File: config.mk
export PLATFORM = sky130hd
export DESIGN_NAME = life_step_engine
export DESIGN_NICKNAME = d
export VERILOG_FILES = /design/src/rtl/life_step_engine.sv
export SDC_FILE = /design/constraint.sdc
export NUM_CORES = 1
export LEC_CHECK = 0
export CAP_MARGIN = 0
export CORE_MARGIN = 2
export CORE_UTILIZATION = 25
export DETAILED_ROUTE_END_ITERATION = 10
export HOLD_SLACK_MARGIN = 0.08
export SYNTH_ARGS = -nofsm -noshare
export SYNTH_HDL_FRONTEND = slang
export SYNTH_SLANG_ARGS = --single-unit
File: constraint.sdc
create_clock -name clk -period 10.7 [get_ports clk]
set_clock_uncertainty 0.05 [all_clocks]
set_input_delay 2.14 -clock clk [delete_from_list [all_inputs] [get_ports clk]]
set_output_delay 2.14 -clock clk [all_outputs]
set_load 0.02 [all_outputs]
File: src/rtl/life_step_engine.sv
// Serial Game-of-Life step engine: snapshots the grid on start, evaluates one
// cell per clock, and publishes the full next generation with a done pulse.
module life_step_engine #(
   parameter int ROWS  = 8,
   parameter int COLS  = 8,
   parameter int WIDTH = 64,
   parameter int WRAP  = 0,
   parameter int GEN_W = 16
) (
   input  logic             clk,
   input  logic             reset,
   input  logic             start,
   input  logic [WIDTH-1:0] grid_in,
   output logic [WIDTH-1:0] grid_out,
   output logic             busy,
   output logic             done,
   output logic [GEN_W-1:0] gen_count
);
   localparam int IDX_W = (WIDTH > 1) ? $clog2(WIDTH) : 1;

   typedef enum logic {IDLE, SCAN} state_t;

   state_t           state;
   logic [IDX_W-1:0] index;
   logic [WIDTH-1:0] snapshot;
   logic [WIDTH-1:0] accum;
   logic [WIDTH-1:0] accum_next;
   logic [3:0]       ncount;
   logic             next_cell;
   logic             last_cell;
   logic [IDX_W-1:0] nidx;
   int               row;
   int               col;
   int               nr;
   int               nc;

   // Neighbours always come from the frozen snapshot, never the partial result.
   always_comb begin
      row    = int'(index) / COLS;
      col    = int'(index) % COLS;
      ncount = '0;
      nr     = 0;
      nc     = 0;
      nidx   = '0;
      for (int dr = -1; dr <= 1; dr++) begin
         for (int dc = -1; dc <= 1; dc++) begin
            if (dr != 0 || dc != 0) begin
               nr = row + dr;
               nc = col + dc;
               if (WRAP != 0) begin
                  nr = (nr + ROWS) % ROWS;
                  nc = (nc + COLS) % COLS;
               end
               if (nr >= 0 && nr < ROWS && nc >= 0 && nc < COLS) begin
                  nidx   = IDX_W'(nr * COLS + nc);
                  ncount = ncount + 4'(snapshot[nidx]);
               end
            end
         end
      end
      next_cell = snapshot[index] ? (ncount == 4'd2 || ncount == 4'd3)
                                  : (ncount == 4'd3);
      accum_next        = accum;
      accum_next[index] = next_cell;
      last_cell         = (index == IDX_W'(WIDTH - 1));
   end

   always_ff @(posedge clk or posedge reset) begin
      if (reset) begin
         state     <= IDLE;
         index     <= '0;
         snapshot  <= '0;
         accum     <= '0;
         grid_out  <= '0;
         busy      <= 1'b0;
         done      <= 1'b0;
         gen_count <= '0;
      end else begin
         done <= 1'b0;
         case (state)
            IDLE: begin
               if (start) begin
                  snapshot <= grid_in;
                  accum    <= '0;
                  index    <= '0;
                  busy     <= 1'b1;
                  state    <= SCAN;
               end
            end
            SCAN: begin
               accum <= accum_next;
               if (last_cell) begin
                  grid_out  <= accum_next;
                  done      <= 1'b1;
                  gen_count <= gen_count + 1'b1;
                  busy      <= 1'b0;
                  index     <= '0;
                  state     <= IDLE;
               end else begin
                  index <= index + 1'b1;
               end
            end
            default: state <= IDLE;
         endcase
      end
   end
endmodule

== Word level (Yosys, flattened, before mapping) ==
Cells that the tools add are included.
W data, S select, Z words.
Word-level totals
  bits of input ports: 67
  flip-flop bits (word level): 217
  output and inout port bits: 82
  logic and storage cells: 124
Operators by class
  $lt $le $gt $ge: 22
  reductions and logical operators: 24
  $add $sub $neg: 21
  equality and inequality tests: 5
  bitwise gates (word level): 1
  mux-type cells: 43
Operators by type and width (count)
  $pmux W64 S2: 1
  $bwmux W64: 1
  $mux W64: 1
  $lt A6 B7 Y1 const B: 9
  $bmux W1 S6: 9
  $add A4 B1 Y4: 7
  $mux W4: 7
  $logic_and A1 B1 Y1: 20
  $add A6 B4 Y6: 3
  $add A6 B5 Y6: 3
  $mux W1: 18
  $add A16 B1 Y16 const B: 1
  $add A6 B6 Y6: 2
  $mux W6: 2
  $pmux W6 S2: 1
  $add A4 B1 Y5 const B: 2
  $ge A5 B1 Y1 const B: 2
  $lt A5 B5 Y1 const B: 2
  $add A3 B1 Y4 const B: 2
  $eq A4 B2 Y1 const B: 2
  $ge A4 B1 Y1 const B: 2
  $lt A3 B4 Y1 const B: 2
  $lt A4 B4 Y1 const B: 2
  $add A6 B1 Y6 const B: 1
  other kinds (10): 14

== Logic depth before layout (Yosys ltp) ==
  depth after elaboration: 25
  gate-level depth with buffers: 38
  depth with buffers taken out: 33

== Worst setup path before layout ==
OpenSTA, ideal clock, no wires.
  path type: reg2reg
  start point: reg index[0]
  end point: reg accum[10]
  setup time: 104 ps
  slack: 2274 ps
  arrival time: 8273 ps
  stages on the path, launching flop included: 37
  period minus slack after synthesis: 8426 ps
  data required time: 10546 ps
  buffers on the path: 5
  cells stage by stage: dfrtp_1 > buf_4 > clkbuf_1 > clkbuf_1 > nor4_1 > inv_1 > fa_1 > xnor2_1 > mux4_2 > and2_1 > ha_1 > nor3b_1 > ha_1 > ha_1 > mux2i_1 > nor3_1 > ha_1 > nand3_1 > o41ai_2 > ha_1 > nand2b_1 > o21a_1 > ha_1 > mux2_2 > ha_1 > nand2_1 > nand2_1 > ha_1 > and3_1 > nor2_1 > a211oi_1 > or4_1 > a22oi_2 > nand2_1 > buf_6 > buf_6 > o41ai_2
Between the ends
  longest elaborated chain between the ends: 24
  elaborated cells on any way between the ends: 76
  those cells by class: add/sub (17); order compare (8); eq/ne (2); mux (31); reduce/logical (18)
RTL lines
  start, declared: line 24  | logic [IDX_W-1:0] index;
  start signal, assigned: line 100  | index <= index + 1'b1;
  $add A4 B1 Y5: line 49  | nc = col + dc;
  $add A6 B5 Y6 or $ge A5 B1 Y1 (tied branches): line 55, 54
  $bmux W1 S6 or $logic_and A1 B1 Y1 (tied branches): line 56, 54
  $mux W1 (implied by the code) or $logic_and A1 B1 Y1 (tied branches): line 56, 54
  $mux W1: line 54  | if (nr >= 0 && nr < ROWS && nc >= 0 && nc < COLS) begin
  $add A4 B1 Y4: line 56  | ncount = ncount + 4'(snapshot[nidx]);
  $mux W4: line 54
  $add A4 B1 Y4: line 56
  (+8 left out)
  $mux W4: line 54
  $add A4 B1 Y4: line 56
  $mux W4: line 54
  $eq A4 B2 Y1 (on tied branches): line 61, 62
  $logic_or A1 B1 Y1: line 61  | next_cell = snapshot[index] ? (ncount == 4'd2 || ncount == 4'd3)
  $mux W1: line 61
  $bwmux W64 (*): line 64  | accum_next[index] = next_cell;
  $pmux W64 S2 (*): line 80  | case (state)
  end signal, assigned: line 91  | accum <= accum_next;
  end, declared: line 26  | logic [WIDTH-1:0] accum;
Mark *: on every way between the ends. The rest lies on a longest branch, timed or not. The select of a mux whose other input is x is not followed.
A chain may end at the register's enable or synchronous reset.

== Worst setup path in the final report ==
  start point: reg index[0]
  end point: reg accum[49]
Same word-level chain as after synthesis.

==> metrics.md <==
| Metric | Value |
|---|---|
| CTS tree | `done` |
| Num rows | `81` |
| Post-cts sizing count | `0` |
| Routed vias | `9833` |
| Cells after Synth | `approximately 1200` |
| Synth Area per Inst | `a little over 10 µm²` |
| Global Route Usage Sum | `about 14%` |
| GP Congestion | `around 0.88` |
| Final setup fails | `0` |
| Worst Hold Class | `reg2reg` |
| Initial antenna violation count | `1` |
| Crit end category | `flop` |
| Die area | `51460 µm²` |
| Hold-fix buffers at CTS | `0` |
| RSZ-0062 raised after global routing | `no` |
| Die Ht | `about 230 µm` |
| Number of synthesized flops with an enable pin | `0` |
| Min cycle time layout | `9.519 ns` |
| First-pass GRT wire length | `57.06 mm` |
| Worst hold slack | `a little over 0.4 ns` |
| Initial core utilization | `25.36%` |
| Critical Path RT | `11.06 ns` |
| DRC errors left | `0` |
| Routed len/inst | `17.96 µm` |
| Max clock buf depth | `3` |
| Max_cap viols | `0` |
| Status | `complete, no violations` |
| Routed Antenna Nets | `0` |
| CTS sink cnt | `between 200 and 250` |
| Arr. time, crit path | `9.88 ns` |
| Syn nets | `approximately 1300` |
| Post-Synthesis Cell Area | `between 10000 and 15000 µm²` |
| Cell mode on critical path | `ha_1` |
| NumNets Final | `around 1400` |
| Vias in the first global route | `a little under 10000` |
| Root Buffer | `clkbuf_16` |
| #FFs+latches synth | `roughly 220` |
| Post-Route WL | `between 30 and 40 mm` |
| Crit-path slowest cell | `dfrtp_2` |
| Final HPWL DP | `roughly 24 mm` |
| CTS buffer count | `26` |
| Slew headroom | `between 10% and 20%` |
| Total core area | `48950 µm²` |
| Area leader, netlist | `dfrtp_1` |
| Drt pass-1 iters | `5` |
| Delay of the slowest critical-path stage | `just over 0.8 ns` |
| Commonest cells in the netlist | `223 x nand2_1, 217 x dfrtp_1, 90 x o21ai_0` |
| H-tree Lvls | `1` |
| Final hold vios | `0` |
| Maximum fanout along the worst path | `66` |
| WS Path Type | `reg2reg` |
| Largest net degree at the start of global routing | `around 140` |
| Most frequent cell after synthesis | `nand2_1` |
| Vias/cell | `between 4 and 5` |
| Register area share after synthesis | `around 44%` |
| CP Launch Point | `index[0]$_DFFE_PP0P_` |
| Post-CTS Setup Inserts | `0` |
| Setup TNS | `0 ns` |
| Hold Crit Start | `grid_out[3]$_DFFE_PP0P_` |
| DIE WIDTH | `approximately 230 µm` |
| Reg2reg start | `index[0]$_DFFE_PP0P_` |
| Fmax | `between 100 and 150 MHz` |
| Async set-reset flop share out of synthesis | `100.0%` |
| Ys flop type | `dfrtp_1` |
| Layout cells sized above 1 | `between 15 and 20%` |
| Count of cell types in the netlist | `60` |
| Worst slew pin tran | `roughly 1.2 ns` |
| Area Growth Syn to Fin | `23.75%` |
| Initial DRC count | `just over 800` |
| Reg clk slew, reported paths | `~0.060 ns` |
| Clk_lat worst skew | `around 0.56 ns` |
| Crit share post-route | `88.96%` |
| GRT overflow | `0` |
| Critical Path Start Type | `flop` |
| Top-area cell type share of the netlist area | `approximately 44%` |
| Slew Viols, Final | `0` |
| I/O Buffers | `148` |
| IO Count | `approximately 150` |
| Synth warn | `0` |
| Top cells by area, synth | `dfrtp_1 44%, nand2_1 6.7%, mux2_2 6.5%, mux4_2 6.0%, o41ai_2 4.6%` |
## final timing paths
kind,depth (start not counted),endpoint,slack (ns)
hold reg to reg,2,grid_out[3]$_DFFE_PP0P_,0.42
setup reg to reg,33,accum[49]$_DFFE_PP0P_,1.18
hold / removal,2,grid_out[3]$_DFFE_PP0P_,0.42
setup / recovery,33,accum[49]$_DFFE_PP0P_,1.18
max in group asynchronous,3,accum[26]$_DFFE_PP0P_,6.70
min in group asynchronous,2,snapshot[49]$_DFFE_PP0P_,2.06
## flip-flops by register name, summed over array words and instances, names as in the netlist
register   count
busy           1
gen_count     16
done           1
accum         64
state          1
index          6
grid_out      64
snapshot      64
## layout make-up
class | count | area (µm²)
fillers | 4971 | 33590
multi-input cells | 880 | 6494
flip-flops and latches | 217 | 5431
repair buffers | 170 | 1647
well taps | 664 | 830.8
clock buffers | 34 | 721.9
clock inverters | 12 | 168.9
inverters | 16 | 68.82
diodes | 1 | 2.502
## logic make-up after synthesis
| kind of cell | after synthesis | share of synthesized area (%) |
|---|---|---|
| and+or+nand+nor | 393 | 13.86 |
| AOI/OAI and AO/OA | 268 | 15.78 |
| DFF | 217 | 43.74 |
| muxes | 157 | 16.71 |
| buffers and inverters | 117 | 4.364 |
| xor gates and xnor gates | 33 | 2.449 |
| adders and majority gates | 29 | 3.104 |
## worst max-delay path: cells and delay by family, from the launching register on
kind / cells / cell delay [ns]
DFF: 1 / 0.81
adders and majority gates: 10 / 3.20
AOI/OAI and AO/OA: 5 / 1.01
buffers and inverters: 2 / 0.89
and+or+nand+nor: 11 / 1.72
muxes: 5 / 1.61
## per-layer routing
metal | vias up | routed length, µm | GRT usage, %
li1 | 4600 | - | -
met2 | 327 | 16200 | 21.71
met4 | 0 | 935 | 4.648
met1 | 4846 | 16360 | 19.48
met5 | - | 0 | 0
met3 | 60 | 2317 | 2.644
## per-stage QoR
stage | area (µm²) | cells | setup slack (ns) | util [%]
floorplan | 12420 | 1214 | 2.274 | -
global placement | 14470 | 1947 | 1.610 | 29.56
detailed placement | 14470 | 1947 | 1.313 | 29.56
CTS | 15360 | 1993 | 1.255 | 31.38
global route | 15360 | 1994 | 0.4683 | 31.39
finish | 15360 | 1994 | 1.181 | 31.39
## cells in the final DEF, fill, tap and decap left out, types with 4 or more instances in the layout
| cell type | n |
|---|---|
| clkinv_2 | 6 |
| nor3b_1 | 4 |
| xor2_1 | 9 |
| nor3_1 | 10 |
| ha_1 | 26 |
| a21oi_1 | 68 |
| o21ai_0 | 90 |
| and3_1 | 12 |
| clkbuf_1 | 5 |
| inv_1 | 10 |
| o31ai_1 | 20 |
| nor2_1 | 40 |
| o41ai_2 | 35 |
| nand2_1 | 222 |
| xnor2_1 | 22 |
| nand4_1 | 6 |
| dfrtp_1 | 216 |
| clkdlybuf4s50_1 | 148 |
| mux4_2 | 33 |
| mux2_2 | 72 |
| buf_4 | 22 |
| o22ai_1 | 4 |
| nand2b_1 | 7 |
| mux2i_1 | 52 |
| bufinv_16 | 4 |
| a21o_1 | 6 |
| nand3_1 | 70 |
| nor3_2 | 5 |
| clkbuf_16 | 27 |
| o41ai_1 | 16 |
Power is not shown: default switching activity piles up to over one toggle a cycle in this logic, so the estimate is an artifact.
